**src/rtl/fp_32_pkg.sv**
```systemverilog
// Shared definitions for the binary32 divider.
//   EXP_W/MAN_W/BIAS : binary32 field widths and exponent bias
//   QNAN             : canonical quiet NaN returned for invalid operations
//   F_*              : bit positions inside the 4-bit flags word
//   state_t          : divider FSM states
//   fp_class_t       : per-operand classification and unpacked significand
package fp_32_pkg;

  localparam int          EXP_W     = 8;
  localparam int          MAN_W     = 23;
  localparam int          BIAS      = 127;
  localparam logic [31:0] QNAN      = 32'h7FC00000;
  localparam int          DIV_ITERS = 26;   // 24 significand bits + guard + round

  // flags = {invalid, div_by_zero, overflow, underflow}
  localparam int F_INVALID   = 3;
  localparam int F_DIVZERO   = 2;
  localparam int F_OVERFLOW  = 1;
  localparam int F_UNDERFLOW = 0;

  typedef enum logic [2:0] {
    IDLE  = 3'd0,
    PREP  = 3'd1,
    DIV   = 3'd2,
    ROUND = 3'd3,
    DONE  = 3'd4
  } state_t;

  typedef struct packed {
    logic               sign;
    logic               is_zero;
    logic               is_sub;
    logic               is_inf;
    logic               is_nan;
    logic               is_norm;
    logic [23:0]        sig;      // significand with hidden bit, MSB set when nonzero
    logic signed [9:0]  exp_eff;  // unbiased-offset exponent matching sig
  } fp_class_t;

endpackage

```
**src/rtl/fp_32_classify.sv**
```systemverilog
// Splits a binary32 word into sign/exponent/fraction and classifies it.
//   fp  : binary32 operand
//   cls : classification flags, 24-bit significand with hidden bit, exponent
// When FLUSH_DENORM is set a subnormal reads as signed zero; otherwise it is
// normalized here so the divider core only ever sees a leading-one significand.
module fp_32_classify
  import fp_32_pkg::*;
#(
  parameter bit FLUSH_DENORM = 1'b1
) (
  input  logic [31:0] fp,
  output fp_class_t   cls
);

  logic [EXP_W-1:0] e;
  logic [MAN_W-1:0] m;
  logic             e_max, e_zero, m_nz;
  logic [4:0]       lz;
  logic             found;

  assign e      = fp[MAN_W +: EXP_W];
  assign m      = fp[MAN_W-1:0];
  assign e_max  = &e;
  assign e_zero = ~|e;
  assign m_nz   = |m;

  always_comb begin
    cls         = '0;
    cls.sign    = fp[31];
    cls.is_nan  = e_max & m_nz;
    cls.is_inf  = e_max & ~m_nz;
    cls.is_zero = e_zero & (~m_nz | FLUSH_DENORM);
    cls.is_sub  = e_zero & m_nz & ~FLUSH_DENORM;
    cls.is_norm = ~e_zero & ~e_max;

    // leading zeros of the fraction, used only for subnormal normalization
    lz    = '0;
    found = 1'b0;
    for (int i = MAN_W - 1; i >= 0; i--) begin
      if (!found) begin
        if (m[i]) found = 1'b1;
        else      lz    = lz + 5'd1;
      end
    end

    if (cls.is_sub) begin
      // value = 0.m * 2^(1-BIAS); shifting the first one into bit 23 costs lz+1
      cls.sig     = {1'b0, m} << (lz + 5'd1);
      cls.exp_eff = 10'sd0 - $signed({5'd0, lz});
    end else if (cls.is_norm) begin
      cls.sig     = {1'b1, m};
      cls.exp_eff = $signed({2'b00, e});
    end
  end

endmodule

```
**src/rtl/fp_32_divider.sv**
```systemverilog
// Multi-cycle IEEE-754 binary32 divider, restoring radix-2, round-to-nearest-even.
//   clk, rstn            : clock, synchronous active-high reset
//   in_valid/in_ready    : operand handshake (fp_data_1 / fp_data_2)
//   out_valid/out_ready  : result handshake (data_out, flags)
//   flags                : {invalid, div_by_zero, overflow, underflow}
// Normal operands: PREP, 26 DIV cycles, ROUND -> out_valid 28 cycles after accept.
// Special operands: PREP writes the result and jumps to DONE; out_valid rises
// on the following cycle, giving a 2-cycle latency.
module fp_32_divider
  import fp_32_pkg::*;
#(
  parameter int FLUSH_DENORM = 1
) (
  input  logic        clk,
  input  logic        rstn,
  input  logic        in_valid,
  output logic        in_ready,
  input  logic [31:0] fp_data_1,
  input  logic [31:0] fp_data_2,
  output logic        out_valid,
  input  logic        out_ready,
  output logic [31:0] data_out,
  output logic [3:0]  flags
);

  localparam logic signed [9:0] BIAS_S   = 10'(BIAS);
  localparam logic [4:0]        DIV_LAST = 5'(DIV_ITERS - 1);

  state_t            state;
  logic [31:0]       op_a, op_b;
  fp_class_t         ca, cb;
  logic              res_sign;
  logic signed [9:0] res_exp;
  logic [23:0]       divisor;
  logic [24:0]       rem;
  logic [25:0]       quo;
  logic [4:0]        cnt;

  fp_32_classify #(.FLUSH_DENORM(FLUSH_DENORM != 0)) u_cls_a (.fp(op_a), .cls(ca));
  fp_32_classify #(.FLUSH_DENORM(FLUSH_DENORM != 0)) u_cls_b (.fp(op_b), .cls(cb));

  assign in_ready = (state == IDLE) && !rstn;

  // ---- special-operand result ----
  logic        is_special, sp_sign;
  logic [31:0] sp_data;
  logic [3:0]  sp_flags;

  always_comb begin
    is_special = !(ca.is_norm || ca.is_sub) || !(cb.is_norm || cb.is_sub);
    sp_sign    = ca.sign ^ cb.sign;
    sp_flags   = '0;
    if (ca.is_nan || cb.is_nan || (ca.is_zero && cb.is_zero) || (ca.is_inf && cb.is_inf)) begin
      sp_data             = QNAN;
      sp_flags[F_INVALID] = 1'b1;
    end else if (ca.is_inf) begin
      sp_data = {sp_sign, 8'hFF, 23'd0};
    end else if (cb.is_zero) begin
      sp_data             = {sp_sign, 8'hFF, 23'd0};
      sp_flags[F_DIVZERO] = 1'b1;
    end else begin
      // zero dividend or infinite divisor
      sp_data = {sp_sign, 31'd0};
    end
  end

  // ---- one restoring-division step ----
  // rem stays below 2*divisor, so a successful subtract always fits 24 bits
  logic        ge;
  logic [23:0] diff;
  logic [24:0] rem_nxt;

  assign ge      = rem >= {1'b0, divisor};
  assign diff    = rem[23:0] - divisor;
  assign rem_nxt = {(ge ? diff : rem[23:0]), 1'b0};

  // ---- normalize, round, range check ----
  // quo = floor(m1/m2 * 2^25): bit 25 set means quotient in [1,2)
  logic [25:0]       nq;
  logic signed [9:0] nexp, fexp;
  logic [23:0]       mant;
  logic              guard, sticky, rup;
  logic [24:0]       mant_r;
  logic [22:0]       frac;
  logic [31:0]       rnd_data;
  logic [3:0]        rnd_flags;

  always_comb begin
    nq        = quo[25] ? quo : {quo[24:0], 1'b0};
    nexp      = quo[25] ? res_exp : res_exp - 10'sd1;
    mant      = nq[25:2];
    guard     = nq[1];
    sticky    = nq[0] | (|rem);
    rup       = guard & (sticky | mant[0]);
    mant_r    = {1'b0, mant} + {24'd0, rup};
    // carry-out means mantissa became 2.0: shift right and bump exponent
    frac      = mant_r[24] ? mant_r[23:1] : mant_r[22:0];
    fexp      = nexp + $signed({9'd0, mant_r[24]});
    rnd_flags = '0;
    if (fexp >= 10'sd255) begin
      rnd_data               = {res_sign, 8'hFF, 23'd0};
      rnd_flags[F_OVERFLOW]  = 1'b1;
    end else if (fexp <= 10'sd0) begin
      rnd_data               = {res_sign, 31'd0};
      rnd_flags[F_UNDERFLOW] = 1'b1;
    end else begin
      rnd_data               = {res_sign, fexp[7:0], frac};
    end
  end

  // ---- control FSM ----
  always_ff @(posedge clk) begin
    if (rstn) begin
      state     <= IDLE;
      cnt       <= '0;
      data_out  <= '0;
      flags     <= '0;
      out_valid <= 1'b0;
    end else begin
      case (state)
        IDLE: begin
          if (in_valid) begin
            op_a  <= fp_data_1;
            op_b  <= fp_data_2;
            state <= PREP;
          end
        end
        PREP: begin
          res_sign <= ca.sign ^ cb.sign;
          res_exp  <= ca.exp_eff - cb.exp_eff + BIAS_S;
          rem      <= {1'b0, ca.sig};
          divisor  <= cb.sig;
          quo      <= '0;
          cnt      <= '0;
          if (is_special) begin
            data_out <= sp_data;
            flags    <= sp_flags;
            state    <= DONE;
          end else begin
            state    <= DIV;
          end
        end
        DIV: begin
          rem <= rem_nxt;
          quo <= {quo[24:0], ge};
          cnt <= cnt + 5'd1;
          if (cnt == DIV_LAST) state <= ROUND;
        end
        ROUND: begin
          data_out  <= rnd_data;
          flags     <= rnd_flags;
          out_valid <= 1'b1;
          state     <= DONE;
        end
        DONE: begin
          // specials arrive here with out_valid low and raise it one cycle later
          if (out_valid && out_ready) begin
            out_valid <= 1'b0;
            state     <= IDLE;
          end else begin
            out_valid <= 1'b1;
          end
        end
        default: state <= IDLE;
      endcase
    end
  end

endmodule

```
**config.mk**
```make
export PLATFORM = sky130hd
export DESIGN_NAME = fp_32_divider
export DESIGN_NICKNAME = d
export VERILOG_FILES = /design/src/rtl/fp_32_pkg.sv /design/src/rtl/fp_32_classify.sv /design/src/rtl/fp_32_divider.sv
export SDC_FILE = /design/constraint.sdc
export NUM_CORES = 1
export LEC_CHECK = 0
export ABC_AREA = 0
export BUFFER_PORTS_ARGS = -buffer_cell sky130_fd_sc_hd__buf_2
export CORE_MARGIN = 2
export CORE_UTILIZATION = 46
export CTS_CLUSTER_SIZE = 8
export DETAILED_ROUTE_END_ITERATION = 7
export GPL_ROUTABILITY_DRIVEN = 0
export PLACE_DENSITY = 0.66
export SYNTH_ARGS = -nofsm -noshare
export SYNTH_HDL_FRONTEND = slang
export SYNTH_SLANG_ARGS = --single-unit
export TNS_END_PERCENT = 1
```
**constraint.sdc**
```tcl
create_clock -name clk -period 10.3 [get_ports clk]
set_input_delay 2.06 -clock clk [delete_from_list [all_inputs] [get_ports clk]]
set_output_delay 2.06 -clock clk [all_outputs]
set_load 0.005 [all_outputs]
```
### Word-level counts from Yosys, hierarchy flattened

Index checks and enable logic that the tools add are counted.

| storage, ports and cells | value |
|---|---|
| register bits | 195 |
| input port bits | 68 |
| word-level logic and storage cells | 108 |

| operators by class | value |
|---|---|
| add/subtract/negate cells | 7 |
| order comparisons | 3 |
| eq/ne operators | 9 |
| multiplexer cells | 32 |
| bitwise logic cells | 15 |
| reductions and logical operators | 29 |

Operators by type and width:

| operator | number |
|---|---|
| $mux W31 | 4 |
| $mux W34 | 2 |
| $mux W32 | 2 |
| $pmux W32 S2 | 1 |
| $pmux W26 S2 | 1 |
| $pmux W25 S2 | 1 |
| $reduce_or A23 Y1 | 2 |
| $mux W26 | 1 |
| $add A24 B1 Y25 | 1 |
| $ge A25 B24 Y1 | 1 |
| $reduce_or A25 Y1 | 1 |
| $mux W24 | 1 |
| $sub A24 B24 Y24 | 1 |
| $mux W23 | 1 |
| $reduce_and A8 Y1 | 2 |
| $reduce_or A8 Y1 | 2 |
| $pmux W3 S5 | 1 |
| $mux W3 | 4 |
| $add A10 B2 Y10 | 1 |
| $add A10 B8 Y10 const B | 1 |
| $ge A10 B9 Y1 const B | 1 |
| $le A10 B1 Y1 const B | 1 |
| $mux W10 | 1 |
| $pmux W5 S2 | 1 |
| 23 further kinds | 60 |

### Depth between registers and ports, before layout

| depth | value |
|---|---|
| word-level depth | 10 |
| depth in mapped cells | 22 |
| mapped depth without buffers | 17 |

### Hierarchy

From an unflattened synthesis, not the netlist that was laid out.

| unflattened totals | value |
|---|---|
| cells, all modules | 1,126 |
| area total of the unflattened synthesis | 11,556.1 um^2 |

By module, submodules not included:

| module | instances | cells an instance | area each (um^2) | sequential area each (um^2) |
|---|---|---|---|---|
| fp_32_divider | 1 | 1,006 | 10,590.2 | 5,405.2 |
| fp_32_classify | 2 | 60 | 483.0 | 0.0 |

### Worst setup path before layout

No wires, ideal clock.

| timing | value |
|---|---|
| kind | input -> register |
| from | input port rstn |
| to | register quo[0] (enable) |
| setup time | 0.523 ns |
| arrival | 6.002 ns |
| setup slack | 3.775 ns |
| stages on the path | 3 |
| path buffers | 2 |
| cell sequence | clkbuf_1 clkbuf_1 nor3_1 |

| on the way | value |
|---|---|
| longest elaborated chain between the ends | 2 |

Ends and longest elaborated chain:

| element | line | text |
|---|---|---|
| from (decl) | fp_32_divider.sv:15 | `input logic rstn,` |
| $not A1 Y1 (no source line) | - |  |
| $reduce_and A2 Y1 (no source line) | - |  |
| to (signal assigned) | fp_32_divider.sv:145 | `quo <= {quo[24:0], ge};` |
| to (decl) | fp_32_divider.sv:36 | `logic [25:0] quo;` |

No other way between the ends.
A chain may end at the register's enable or synchronous reset.

### Worst setup path in the final report

| timing | value |
|---|---|
| from | register quo[25] |
| to | register data_out[13] |

| on the way | value |
|---|---|
| longest elaborated chain between the ends | 10 |
| elaborated cells between the ends (all ways) | 13 |
| those cells by class | add/sub: 2; order compare: 2; mux: 6; bitwise: 3 |

Ends and longest elaborated chain:

| element | line | text |
|---|---|---|
| $mux W26 | fp_32_divider.sv:89 | `nq = quo[25] ? quo : {quo[24:0], 1'b0};` |
| $or A1 B1 Y1 | fp_32_divider.sv:93 | `sticky = nq[0] \| (\|rem);` |
| $or A1 B1 Y1 | fp_32_divider.sv:94 | `rup = guard & (sticky \| mant[0]);` |
| $and A1 B1 Y1 | fp_32_divider.sv:94 |  |
| $add A24 B1 Y25 | fp_32_divider.sv:95 | `mant_r = {1'b0, mant} + {24'd0, rup};` |
| $add A10 B2 Y10 | fp_32_divider.sv:98 | `fexp = nexp + $signed({9'd0, mant_r[24]});` |
| $le A10 B1 Y1 | fp_32_divider.sv:103 | `end else if (fexp <= 10'sd0) begin` |
| $mux W31 | fp_32_divider.sv:103 |  |
| $mux W31 * | fp_32_divider.sv:100 | `if (fexp >= 10'sd255) begin` |
| $pmux W32 S2 * | fp_32_divider.sv:120 | `case (state)` |
| to (signal assigned) | fp_32_divider.sv:136 | `data_out <= sp_data;` |
| to (signal assigned) | fp_32_divider.sv:150 | `data_out <= rnd_data;` |
| to (decl) | fp_32_divider.sv:22 | `output logic [31:0] data_out,` |

Mark *: on every way between the ends. The rest lies on a longest branch, timed or not.

==> results.md <==
* Status: finished clean
* Syn Nets at about 1.2k
* Part of the power in the clock network at 37.1%
* Largest net degree at the start of global routing at 65
* Flop pwr share at 50.8%
* Router iterations before antenna repair at 5
* P_leak at 4.79 nW
* Worst-skew pair later-pin latency at 0.43 ns
* Starting density of the core at 47.1%
* Register area share after synthesis at around half
* Core region area at around 24000 um2
* Top-area cell type share of the netlist area at approximately 41%
* First-pass GRT wire length at 39900 um
* NumNets Final at 1242
* Worst-path clk slew at 0.07 ns
* P per Cell Area at about 150 nW/um2
* Worst slew margin at 17.8%
* Post-CTS Resized at 0
* TritonCTS Buffers at 17
* Number of synthesized register bits at 195
* Ys Warns at 0
* Max Cap Viol at 0
* Post-synthesis cell area at 11100 um2
* Antenna Cells at 0
* Final Cycle Share at 64.2%
* Post-Route Setup TNS at 0 ns
* Area grow syn2layout at 12.2%
* WL/cell at 16.6 um
* Total wire length at around 24000 um
* Final Skew at roughly 0.013 ns
* Slew Limit Fails at 0
* I/O pins at ~110
* Vias in the first global route at 7803
* Die width at 159 um
* Minimum clock period at between 6 and 7 ns
* Final setup fails at 0
* Synth area leaders: edfxtp_1 (41%), dfxtp_1 (8.1%), ha_1 (5.1%), mux2i_1 (3.8%), xnor2_1 (3.2%)
* Max VDD drop at 0.0847 mV
* Port bufs at about 110
* Post-synthesis cell count at around 1.1k
* Number of synthesized flops with an enable pin at 150
* Die area at 25400 um2
* Post-CTS Setup Inserts at 0
* Post-DP HPWL at 17300 um
* Total number of vias at 8094
* Final Hold Fails at 0
* TritonCTS clock tree: built
* RSZ-0062 raised after global routing: false
* Internal cell power at 1.35 mW
* Crit path DAT at 6.99 ns
* Cell with the most instances after synthesis: edfxtp_1
* Main synth FF type: edfxtp_1
* Synth area leader: edfxtp_1
* Async S/R FF share, synth at 0%
* Switch Pwr at ~470 uW
* Switch share at around 26%
* Slew @ Worst Pin at 1.23 ns
* GRT overflow at 0
* Via-to-Cell Ratio at between 5 and 6
* Crit path launch type: flip-flop
* Peak Freq at 151 MHz
* Crit Path Class: flip-flop to flip-flop
* Die Ht at 159 um
* # clock sinks at 195
* CP Capture Type: flip-flop
* Post-CTS Hold Buffers at 0
* Required @ worst endpoint at 10.67 ns
* DRC at 0
* Initial antenna violation count at 0
* Hold/Removal Path Class: flip-flop to flip-flop
* Tot Pwr at 1.82 mW
* Synth cell types at 77
* Worst-path fanout max at 33
* Clock Path Buffers at 2
* Mapped Avg Cell Area at 10.5 um2
* Layout cells sized above 1 at 15.1%
* Iter 0 DRT Violations at 539
* All-Layer GR Usage at about a fifth
* Number of placement rows at between 50 and 60
* Max H-tree Level at 4
* Clk root buf: clkbuf_16
* Commonest cells in the netlist: edfxtp_1 (150), nand2_1 (94), o21ai_0 (53)
* Register-to-register setup slack at ~3.7 ns
* Gate power share at roughly an eighth
* Antenna viol nets, final at 0
[worst max-delay path, cell delays in order (launching register included)]
cell and delay (ns):
edfxtp_1 1.01, buf_4 0.49, mux2i_1 0.13, nor2b_1 0.13
ha_1 0.23, nand3_1 0.13, nor4b_1 0.62, and3_1 0.31
o2111a_1 0.27, ha_1 0.21, ha_1 0.29, or4bb_1 0.49
o21ai_1 0.17, o31ai_4 0.18, mux2i_1 0.15, o31ai_1 0.46
o31a_4 0.26, nor3b_4 0.72, a32o_1 0.27
[power by group through the flow]
stage          clock [mW]  combinational [mW]  sequential (mW)
6_report            0.676               0.220            0.923
5_1_grt             0.723               0.247            0.928
4_1_cts             0.692               0.220            0.923
3_5_place_dp            0               0.218            0.941
3_3_place_gp            0               0.215            0.940
2_1_floorplan           0               0.169            0.925
[per-layer routing]
layer  vias up  GRT usage [%]  wire length, um
met5         -              0                0
met4         0           4.83              365
met3        22           3.41              962
met2       178           31.7            11300
met1      3845           26.5            11600
li1       4049              -                -
[sequential cells by signal, indices dropped and copies added (netlist names)]
name	count
op_b	32
quo	26
cnt	5
flags	4
rem	25
res_sign	1
data_out	32
state	3
op_a	32
divisor	24
out_valid	1
res_exp	10
[cell families (layout without fill, tap and decap cells)]
group	Yosys count	after routing	synth area share [%]
buf+inv	97	185	3.61
flops	195	195	48.8
mux	51	51	4.71
xor+xnor	80	80	6.32
simple gates	386	386	18.9
fa+ha+maj	47	47	5.44
compound gates	196	196	12.3
[metrics by stage]
stage / setup WS [ns] / instance area, um2 / cells / utilization, % / hold WS (ns)
5_1_grt: 3.09 / 12400 / 1459 / 52.8 / 0.489
3_5_place_dp: 3.71 / 11800 / 1427 / 50.3 / 0.455
6_report: 3.68 / 12400 / 1459 / 52.8 / 0.463
3_3_place_gp: 3.89 / 11800 / 1427 / 50.3 / 0.446
2_1_floorplan: 3.78 / 11100 / 1052 / - / 0.466
4_1_cts: 3.67 / 12400 / 1459 / 52.8 / 0.471
[final timing paths]
kind,startpoint,end,depth (start not counted)
max,quo[25]$_SDFFCE_PN0P_,data_out[13]$_SDFFE_PP0P_,18
min,data_out[9]$_SDFFE_PP0P_,data_out[9]$_SDFFE_PP0P_,1
max reg2reg,quo[25]$_SDFFCE_PN0P_,data_out[13]$_SDFFE_PP0P_,18
min reg2reg,data_out[9]$_SDFFE_PP0P_,data_out[9]$_SDFFE_PP0P_,1
[layout by cell type, fill, tap and decap left out, types with 7 or more instances in the layout]
| cell type | n |
|---|---|
| nor2b_1 | 19 |
| a211oi_1 | 11 |
| nor4_1 | 23 |
| clkbuf_16 | 17 |
| inv_1 | 38 |
| and3_1 | 30 |
| buf_2 | 105 |
| xor2_1 | 39 |
| mux2i_1 | 42 |
| a21o_1 | 11 |
| nand4_1 | 17 |
| dfxtp_1 | 45 |
| buf_4 | 10 |
| and2_1 | 35 |
| or3_1 | 7 |
| or4_1 | 8 |
| edfxtp_1 | 150 |
| mux2_2 | 9 |
| ha_1 | 45 |
| nand2_1 | 94 |
| nor3_1 | 24 |
| o21a_1 | 8 |
| a31oi_1 | 7 |
| a22o_1 | 11 |
| nand2b_1 | 13 |
| o211ai_1 | 7 |
| o21ai_0 | 53 |
| xnor2_1 | 41 |
| a32o_1 | 11 |
| nand3_1 | 29 |
| a21oi_1 | 35 |
| nor2_1 | 52 |
[final cells by class]
cell class | instances | area [um2]
fillers | 2164 | 11100
flip-flops and latches | 195 | 5410
repair buffers | 115 | 601
inverters | 38 | 143
multi-input cells | 760 | 5290
clock inverters | 14 | 169
clock buffers | 18 | 429
well taps | 319 | 399
Note: power is estimated with default switching activity, not from simulation.
